--- src/rtl/count_bcd_converter.sv ---
// rtl/count_bcd_converter.sv - serial double-dabble binary-to-BCD stage with saturating wrap counter
// Optional digit-scan 7-segment driver enabled by defining BCD_SEG_EN.
module count_bcd_converter #(
    parameter int WIDTH     = 8,
    parameter int DIGITS    = 3,
    parameter int OVF_BITS  = 4,
    parameter int SCAN_BITS = 10
) (
    input  logic                  clk,
    input  logic                  rst,
    input  logic [WIDTH-1:0]      count_in,
    input  logic                  cout_in,
    input  logic                  start,
    output logic                  busy,
    output logic                  valid,
    output logic [4*DIGITS-1:0]   bcd_out,
    output logic [OVF_BITS-1:0]   ovf_cnt
`ifdef BCD_SEG_EN
    ,
    output logic [6:0]            seg,
    output logic [DIGITS-1:0]     dig_sel
`endif
);

    localparam int BCD_W = 4 * DIGITS;
    localparam int CNT_W = $clog2(WIDTH + 1);

    localparam logic [1:0] IDLE  = 2'd0;
    localparam logic [1:0] SHIFT = 2'd1;
    localparam logic [1:0] DONE  = 2'd2;

    logic [1:0]          state_q, state_d;
    logic [WIDTH-1:0]    bin_sr_q, bin_sr_d;
    logic [BCD_W-1:0]    scratch_q, scratch_d;
    logic [CNT_W-1:0]    bit_cnt_q, bit_cnt_d;
    logic [BCD_W-1:0]    bcd_q, bcd_d;
    logic                valid_q, valid_d;
    logic                cout_prev_q, cout_prev_d;
    logic [OVF_BITS-1:0] ovf_q, ovf_d;
    logic [BCD_W-1:0]    adj;
    logic [3:0]          nib;

    // Add-3 correction for every nibble in the same cycle, ahead of the shift.
    always_comb begin
        adj = '0;
        nib = '0;
        for (int i = 0; i < DIGITS; i++) begin
            nib = scratch_q[4*i +: 4];
            adj[4*i +: 4] = (nib >= 4'd5) ? nib + 4'd3 : nib;
        end
    end

    always_comb begin
        state_d   = state_q;
        bin_sr_d  = bin_sr_q;
        scratch_d = scratch_q;
        bit_cnt_d = bit_cnt_q;
        bcd_d     = bcd_q;
        valid_d   = 1'b0;
        case (state_q)
            IDLE: begin
                if (start) begin
                    bin_sr_d  = count_in;
                    scratch_d = '0;
                    bit_cnt_d = '0;
                    state_d   = SHIFT;
                end
            end
            SHIFT: begin
                scratch_d = {adj[BCD_W-2:0], bin_sr_q[WIDTH-1]};
                bin_sr_d  = bin_sr_q << 1;
                bit_cnt_d = bit_cnt_q + 1'b1;
                // Result is published on entry to DONE so bcd_out is fresh while valid is high.
                if (bit_cnt_q == CNT_W'(WIDTH - 1)) begin
                    state_d = DONE;
                    bcd_d   = scratch_d;
                    valid_d = 1'b1;
                end
            end
            DONE: begin
                state_d = IDLE;
            end
            default: begin
                state_d = IDLE;
            end
        endcase
    end

    always_comb begin
        cout_prev_d = cout_in;
        ovf_d       = ovf_q;
        if (cout_in && !cout_prev_q && (ovf_q != {OVF_BITS{1'b1}})) begin
            ovf_d = ovf_q + 1'b1;
        end
    end

    always_ff @(posedge clk or posedge rst) begin
        if (rst) begin
            state_q     <= IDLE;
            bin_sr_q    <= '0;
            scratch_q   <= '0;
            bit_cnt_q   <= '0;
            bcd_q       <= '0;
            valid_q     <= 1'b0;
            cout_prev_q <= 1'b0;
            ovf_q       <= '0;
        end else begin
            state_q     <= state_d;
            bin_sr_q    <= bin_sr_d;
            scratch_q   <= scratch_d;
            bit_cnt_q   <= bit_cnt_d;
            bcd_q       <= bcd_d;
            valid_q     <= valid_d;
            cout_prev_q <= cout_prev_d;
            ovf_q       <= ovf_d;
        end
    end

    assign busy    = (state_q != IDLE);
    assign valid   = valid_q;
    assign bcd_out = bcd_q;
    assign ovf_cnt = ovf_q;

`ifdef BCD_SEG_EN
    localparam int IDX_W = (DIGITS > 1) ? $clog2(DIGITS) : 1;

    logic [SCAN_BITS-1:0] scan_q, scan_d;
    logic [IDX_W-1:0]     idx_q, idx_d;
    logic [3:0]           seg_nib;

    always_comb begin
        scan_d = scan_q + 1'b1;
        idx_d  = idx_q;
        if (scan_q == {SCAN_BITS{1'b1}}) begin
            idx_d = (idx_q == IDX_W'(DIGITS - 1)) ? '0 : idx_q + 1'b1;
        end
    end

    always_ff @(posedge clk or posedge rst) begin
        if (rst) begin
            scan_q <= '0;
            idx_q  <= '0;
        end else begin
            scan_q <= scan_d;
            idx_q  <= idx_d;
        end
    end

    always_comb begin
        seg_nib = bcd_q[4*idx_q +: 4];
        dig_sel = DIGITS'(1) << idx_q;
        case (seg_nib)
            4'd0:    seg = 7'h3F;
            4'd1:    seg = 7'h06;
            4'd2:    seg = 7'h5B;
            4'd3:    seg = 7'h4F;
            4'd4:    seg = 7'h66;
            4'd5:    seg = 7'h6D;
            4'd6:    seg = 7'h7D;
            4'd7:    seg = 7'h07;
            4'd8:    seg = 7'h7F;
            4'd9:    seg = 7'h6F;
            default: seg = 7'h00;
        endcase
    end
`endif

endmodule

--- config.mk ---
export PLATFORM = sky130hd
export DESIGN_NAME = count_bcd_converter
export DESIGN_NICKNAME = d
export VERILOG_FILES = /design/src/rtl/count_bcd_converter.sv
export SDC_FILE = /design/constraint.sdc
export NUM_CORES = 1
export LEC_CHECK = 0
export CAP_MARGIN = 20
export CORE_UTILIZATION = 60
export CTS_BUF_LIST = sky130_fd_sc_hd__clkbuf_4
export CTS_CLUSTER_SIZE = 20
export DETAILED_ROUTE_END_ITERATION = 10
export PLACE_DENSITY = 0.87
export SLEW_MARGIN = 20
export SYNTH_ARGS = -nofsm -noshare
export SYNTH_HDL_FRONTEND = slang
export SYNTH_SLANG_ARGS = --single-unit
--- constraint.sdc ---
create_clock -name clk -period 4.1 [get_ports clk]
set_input_delay 0.41 -clock clk [delete_from_list [all_inputs] [get_ports clk]]
set_output_delay 0.41 -clock clk [all_outputs]
set_load 0.02 [all_outputs]
# --- Word level (Yosys, flattened, before mapping) ---
# Cells that the tools add are included.
totals:
  regBits: 44
  input_bits: 12
  output_inout_bits: 18
  elab_cells: 44
classes:
  add_sub_neg: 5
  magnitude_cmp: 3
  n_eq_ne: 5
  n_mux: 14
  reduce_logical: 9
ops:
  columns: ["cell", "count"]
  rows:
  - ["$pmux W12 S2", 1]
  - ["$pmux W8 S2", 1]
  - ["$ge A4 B3 Y1 const B", 3]
  - ["$mux W12", 1]
  - ["$mux W4", 3]
  - ["$add A4 B1 Y4 const B", 2]
  - ["$add A4 B2 Y4 const B", 2]
  - ["$mux W8", 1]
  - ["$pmux W4 S2", 1]
  - ["$reduce_and A2 Y1", 3]
  - ["$eq A4 B3 Y1 const B", 1]
  - ["$mux W2", 2]
  - ["$ne A2 B2 Y1 const B", 2]
  - ["$ne A4 B4 Y1 const B", 1]
  - ["$pmux W2 S2", 1]
  - ["$reduce_bool A2 Y1", 2]
  - ["$add A3 B2 Y3 const B", 1]
  - ["$mux W3", 1]
  - ["$eq A2 B1 Y1 const B", 1]
  - ["$logic_and A1 B1 Y1", 2]
  - ["$logic_not A2 Y1", 1]
  - ["$mux W1", 2]
  - ["$logic_not A1 Y1", 1]

# --- Logic depth before layout (Yosys ltp) ---
# Gate-level depths: netlist (run 1).
logic_depth:
  ltp_word: 3
  depth_mapped: 6
  mapped_depth_nobuf: 6

# --- Worst setup path before layout (run 1) ---
# No wires, ideal clock.
synth_timing:
  path_type: "flip-flop to flip-flop"
  from: "register ovf_q[0] (netlist: ovf_cnt[0])"
  to: "register ovf_q[1] (netlist: ovf_cnt[1])"
  setup_time_ns: 0.125
  arrival_time_ns: 1.564
  required_time_ns: 3.975
  setup_slack_ns: 2.412
  stages_incl_launch_ff: 4
  path_buffers: 0
  period_less_slack_ns: 1.688
  path_cell_list: "dfrtp_1 ha_1 a311oi_1 mux2_2"
synth_between:
  elab_chain_len: 2
  elab_cells_between_ends: 3
  classes_between: "add/sub: 1; eq/ne: 1; reduce/logical: 1"
synth_rtl:
  columns: ["item", "line_no", "text"]
  rows:
  - ["start: declaration", "39", "logic [OVF_BITS-1:0] ovf_q, ovf_d;"]
  - ["start signal: assignment", "115", "ovf_q <= ovf_d;"]
  - ["branches (longest 2 deep; another with $add A4 B1 Y4)", null, null]
# Parallel ways; which one is timed is not known.
# A chain may end at the register's enable or synchronous reset.

# --- Final worst setup path (run 1) ---
layout_timing:
  from: "register state_q[0]"
  to: "output port busy"
layout_between:
  elab_chain_len: 1
layout_rtl:
  columns: ["item", "line_no", "text"]
  rows:
  - ["start: declaration", "32", "logic [1:0] state_q, state_d;"]
  - ["start signal: assignment", "108", "state_q <= state_d;"]
  - ["$reduce_bool A2 Y1", "119", "assign busy = (state_q != IDLE);"]
  - ["end: declaration", "14", "output logic busy,"]
# No other way between the ends.

==> results of run 1 <==
## flip-flops by register name, summed over array words and instances, names as in the netlist
register and flops:
scratch_q 12, state_q 2, cout_prev_q 1, bin_sr_q 8, ovf_cnt 4, bcd_out 12
bit_cnt_q 4, valid 1
## synthesized netlist by cell type (all sizes together)
| library cell | count | share of area (%) |
|---|---|---|
| a31oi | 2 | 0.61 |
| dfrtp | 44 | 54 |
| buf | 3 | 1.0 |
| nand2b | 5 | 1.9 |
| a22o | 10 | 4.3 |
| clkbuf | 3 | 0.55 |
| nor3b | 3 | 1.1 |
| mux2i | 3 | 1.5 |
| mux2 | 8 | 4.4 |
| xor2 | 1 | 0.43 |
| and3b | 7 | 3.0 |
| nor2b | 1 | 0.31 |
| nand2 | 23 | 4.2 |
| inv | 9 | 1.7 |
| nand3 | 1 | 0.25 |
| xnor2 | 5 | 2.1 |
| or2 | 1 | 0.31 |
| ha | 8 | 4.9 |
| o21ai | 18 | 4.4 |
| a21o | 1 | 0.37 |
| a311oi | 1 | 0.43 |
| nor3 | 3 | 1.3 |
| nand4 | 1 | 0.31 |
| o21bai | 1 | 0.37 |
| a21oi | 18 | 4.4 |
| nor2 | 10 | 1.8 |
## final timing paths
path                                    startpoint  slack, ns                  endpoint  cells past startpoint
max                         state_q[0]$_DFFE_PP0P_       1.71                      busy                      2
max in group asynchronous                      rst       3.01  scratch_q[9]$_DFFE_PP0P_                      3
min                                            rst       0.45     cout_prev_q$_DFF_PP0_                      2
max reg2reg                 state_q[0]$_DFFE_PP0P_       1.97    bcd_out[9]$_DFFE_PP0P_                      3
min reg2reg                bin_sr_q[0]$_DFFE_PP0P_       0.50   bin_sr_q[0]$_DFFE_PP0P_                      2
min in group clk           bin_sr_q[0]$_DFFE_PP0P_       0.50   bin_sr_q[0]$_DFFE_PP0P_                      2
## cell type report
class	instances	area share, %
Tap cell	44	2.28
Sequential cell	44	45.6
Inverter	9	1.40
Clock inverter	2	0.311
Multi-Input combinational cell	131	36.2
Clock buffer	5	1.56
Timing Repair Buffer	31	12.6
## per-stage QoR
| step | hold WS, ns | power, W | cells | utilization [%] | cell area, um2 |
|---|---|---|---|---|---|
| 2_1_floorplan | 0.441 | 0.00145 | 190 | - | 2040 |
| 3_3_place_gp | 0.466 | 0.00173 | 259 | 75.7 | 2370 |
| 3_5_place_dp | 0.476 | 0.00179 | 259 | 75.7 | 2370 |
| 4_1_cts | 0.457 | 0.00197 | 266 | 77.2 | 2410 |
| 5_1_grt | 0.493 | 0.00211 | 266 | 77.2 | 2410 |
| 6_report | 0.449 | 0.00196 | 266 | 77.2 | 2410 |
## logic make-up after synthesis
group / Yosys count
AOI/OAI and AO/OA: 51
xor gates and xnor gates: 6
adders and majority gates: 8
buffers and inverters: 15
DFF: 44
muxes: 11
and+or+nand+nor: 55
## metal layers
metal	vias to the layer above	part of all wire, %
met5	-	0
met4	0	0.77
met3	3	4.8
met2	42	53
met1	722	42
li1	727	-
## cell usage in the layout, fill, tap and decap left out, types with 3 or more instances in the layout
master / Yosys / layout
a22o_1: 10 / 10
mux2_2: 8 / 8
and3b_1: 7 / 7
o21ai_0: 18 / 18
clkdlybuf4s50_1: 0 / 29
nor3b_1: 3 / 3
a21oi_1: 18 / 18
mux2i_1: 3 / 3
nor2_1: 10 / 10
nand2_1: 23 / 23
inv_1: 9 / 8
dfrtp_1: 44 / 44
xnor2_1: 5 / 5
nand2b_1: 4 / 4
clkbuf_4: 0 / 5
ha_1: 8 / 8
## report_power, final
group          internal, W  switching (W)  leakage [nW]
clock            0.0000599       0.000124        0.0261
sequential        0.000629       0.000191         0.548
combinational     0.000474       0.000482         0.521
==> impl_metrics.csv, run 1 <==
group,metric,value,unit
die,start_util,65.2,%
power,p_leak,1.10,nW
sta,rsz0062_at_grt,"no",
logic_synthesis,synth_top_family_by_area,"compound AO/OA/AOI/OAI gates",
logic_synthesis,avgSynthCellArea,10.7,um2
grt,gr-max-usage-layer,"met2",
logic_synthesis,synth.net_count,210,
logic_synthesis,netlist_instances,190,
flow_run,drv_cap,0,
clocking,cts_hold_buffers,0,
clocking,ctsLongestPathBuffers,2,
logic_synthesis,yosysWarnings,0,
logic_synthesis,synth-compound-area-share,14.9,%
placed_design,gp_congestion,0.751,
worst_setup_path,worst_setup_path_start_kind,"register",
sta,drv_slew,0,
routing,vias,1494,
status,status,"finished clean",
grt,grt_pass1_wl,6.35,mm
worst_setup_path,path_max_fanout,24,
clocking,cts_setup_buffers,0,
routing,vias_per_cell,5.62,
worst_setup_path,critPathBufInv,1,
logic_synthesis,muxShareOfSynthArea,5.89,%
sta,min_period_over_period,58.4,%
sta,setup_ws,1.71,ns
clocking,clk_pin_slew,0.11,ns
grt,grt_overflow_total,0,
logic_synthesis,synth_seq_cells,44,
clocking,cts_root_buf,"clkbuf_4",
sta,setup_tns,0,ns
cells_and_area,antenna_cells,0,
sta,finalSetupViolations,0,
clocking,cts_htree_levels,2,
sta,fin_skew,0.00876,ns
worst_setup_path,required,3.69,ns
die,ioPinCount,30,
routing,routed_wl,3.74,mm
routing,ant_nets,0,
die,num_rows,20,
logic_synthesis,synth.distinct_cells,29,
die,coreArea,0.00313,mm2
worst_setup_path,arrival,1.98,ns
die,die_w,60.3,um
grt,grt_usage,24.5,%
routing,drt-initial-drc-count,59,
worst_setup_path,path_cells,"or2_2, clkdlybuf4s50_1",
clocking,postCtsResizedCells,0,
clocking,insertion_delay,0.35,ns
worst_setup_path,critPathKind,"reg -> out",
cells_and_area,multi_input_area,873,um2
cells_and_area,drive_gt1_share,8.56,%
grt,grtUsageMet1,29.3,%
sta,finalHoldViolCount,0,
sta,max_freq,418,MHz
logic_synthesis,synth-xor-area-share,2.58,%
worst_setup_path,end_kind,"output port",
sta,fin_crit,2.39,ns
routing,wl_per_cell,14.1,um
sta,slew_headroom,50.0,%
grt,grt_use_met2,41.6,%
clocking,cts_tree,"done",
die,die_h,60.3,um
sta,worst_pin_slew,0.747,ns
cells_and_area,final-seq-area,0.00110,mm2
grt,met3_usage,8.44,%
grt,grt_start_max_net_pins,32,
die,die_area,0.00364,mm2
power,ir_worst_vdd,0.000480,V
worst_setup_path,cp_top_family,"flip-flops",
grt,grt_pass1_vias,1440,
logic_synthesis,synthAdderAreaFrac,4.90,%
logic_synthesis,syn_area,0.00204,mm2
logic_synthesis,ys_seq_area_share,54.0,%
routing,drt-pass1-iter-count,6,
logic_synthesis,synth-simple-area-share,14.5,%
worst_setup_path,max_stage_delay,0.80,ns
power,powerDensity,812,mW/mm2
grt,grt_antenna_before_repair,0,
worst_hold_path,hold_class,"in -> async",
routing,drc,0,
clocking,cts.sinks,44,
cells_and_area,area_delta_synth_final,18.3,%
worst_setup_path,crit_slowest_cell,"dfrtp_1",
clocking,cts_inserted_buffers,5,
placed_design,post-place-ws,2.00,ns
placed_design,portBuffers,29,
cells_and_area,nets,242,
placed_design,hpwlAfterDp,2.76,mm
cells_and_area,fillerInstances,208,
(Power assumes the default switching activity.)
==> run 2: changes to the inputs <==
- CORE_UTILIZATION: 60 -> 50
- PLACE_DENSITY: 0.87 -> 0.77
- clock period: 4.1 -> 2.1 ns (I/O delays scaled with it)
==> impl_metrics.csv, run 2 (same netlist as run 1, synthesis figures left out) <==
group,metric,value,unit
sta,rsz0062_at_grt,"no",
clocking,cts.sinks,44,
clocking,clk_pin_slew,0.12,ns
routing,drt-pass1-iter-count,4,
routing,drc,0,
grt,grt_overflow_total,0,
placed_design,portBuffers,29,
sta,max_freq,517,MHz
cells_and_area,design_area,0.00247,mm2
clocking,cts_inserted_buffers,5,
sta,fin_crit,1.94,ns
worst_setup_path,required,1.89,ns
sta,finalSetupViolations,0,
clocking,cts_hold_buffers,0,
die,start_util,53.7,%
clocking,cts_htree_levels,2,
die,ioPinCount,30,
cells_and_area,drive_gt1_share,11.0,%
placed_design,gp_congestion,0.787,
placed_design,hpwlAfterDp,2.76,mm
routing,routed_wl,3.84,mm
power,ir_worst_vdd,0.000704,V
worst_setup_path,critPathKind,"reg -> out",
power,powerDensity,1590,mW/mm2
die,die_w,65.9,um
cells_and_area,fillerInstances,294,
flow_run,drv_cap,0,
placed_design,placed_area,0.00241,mm2
cells_and_area,final-seq-area,0.00110,mm2
worst_setup_path,end_kind,"output port",
power,p_leak,1.13,nW
grt,grt_usage,21.4,%
sta,setup_tns,0,ns
clocking,postCtsResizedCells,0,
grt,grt_antenna_before_repair,0,
clocking,cts_setup_buffers,0,
worst_hold_path,hold_class,"in -> async",
cells_and_area,layout_commonest_cell,"dfrtp_1",
cells_and_area,final_cell_mix,"dfrtp_1 (44), clkdlybuf4s50_1 (29), nand2_1 (23)",
clocking,insertion_delay,0.36,ns
die,num_rows,22,
sta,fin_skew,0.00761,ns
die,die_h,65.9,um
cells_and_area,area_delta_synth_final,20.9,%
status,status,"finished clean",
cells_and_area,antenna_cells,0,
routing,wl_per_cell,13.9,um
grt,grt_pass1_vias,1509,
grt,grt_pass1_wl,6.91,mm
clocking,cts_root_buf,"clkbuf_4",
routing,vias_per_cell,5.36,
sta,finalHoldViolCount,0,
die,coreArea,0.00380,mm2
sta,min_period_over_period,92.2,%
routing,drt-initial-drc-count,79,
cells_and_area,utilization,65.0,%
clocking,cts_tree,"done",
grt,grt_start_max_net_pins,45,
sta,drv_slew,0,
sta,slew_headroom,61.1,%
cells_and_area,multi_input_area,873,um2
worst_setup_path,arrival,1.73,ns
worst_setup_path,worst_setup_path_start_kind,"register",
routing,ant_nets,0,
die,die_area,0.00434,mm2
sta,worst_pin_slew,0.580,ns
worst_setup_path,path_max_fanout,7,
cells_and_area,nets,247,
routing,vias,1480,
clocking,ctsLongestPathBuffers,2,
## run 2: layer usage
metal	part of all wire, %	track usage [%]	vias to the layer above	wire length, um
met4	1.9	8.70	0	72
met3	3.7	6.03	8	142
met2	49	34.9	37	1870
li1	-	-	741	-
met1	46	26.4	694	1760
met5	0	0	-	0
## run 2: final timing paths
path                                         start                 endpoint  slack, ns  cells after the start
setup reg to reg            ovf_cnt[0]$_DFFE_PP0P_   ovf_cnt[1]$_DFFE_PP0P_       0.38                      3
setup / recovery            state_q[0]$_DFFE_PP0P_                     busy       0.16                      2
max in group asynchronous                      rst  bin_sr_q[7]$_DFFE_PP0P_       1.46                      3
hold / removal                                 rst  bin_sr_q[3]$_DFFE_PP0P_       0.28                      3
min in group clk                           cout_in    cout_prev_q$_DFF_PP0_       0.31                      1
hold reg to reg            bin_sr_q[6]$_DFFE_PP0P_  bin_sr_q[6]$_DFFE_PP0P_       0.50                      2
## run 2: final cells by class
| cell class | count | area share [%] |
|---|---|---|
| Timing Repair Buffer | 36 | 13.9 |
| Sequential cell | 44 | 44.6 |
| Multi-Input combinational cell | 131 | 35.4 |
| Inverter | 9 | 1.37 |
| Clock buffer | 7 | 2.13 |
| Clock inverter | 1 | 0.152 |
| Tap cell | 48 | 2.43 |
## run 2: power breakdown
part	internal, W	switching [W]
Sequential	0.00123	0.000323
Clock	0.000155	0.000260
Combinational	0.000962	0.000998
## run 2: worst max-delay path: stages (launching register included)
cell	delay, ns
dfrtp_1	0.49
or2_2	0.33
clkdlybuf4s50_1	0.54
## run 2: through the flow
| step | cells | hold WS, ns | setup slack, ns | power [W] |
|---|---|---|---|---|
| after global placement | 268 | 0.467 | 0.399 | 0.00344 |
| after CTS | 276 | 0.290 | 0.167 | 0.00396 |
| after global routing | 276 | 0.294 | 0.124 | 0.00427 |
| after floorplan | 190 | 0.241 | 0.412 | 0.00283 |
| after detailed placement | 268 | 0.477 | 0.338 | 0.00354 |
| final | 276 | 0.279 | 0.165 | 0.00393 |
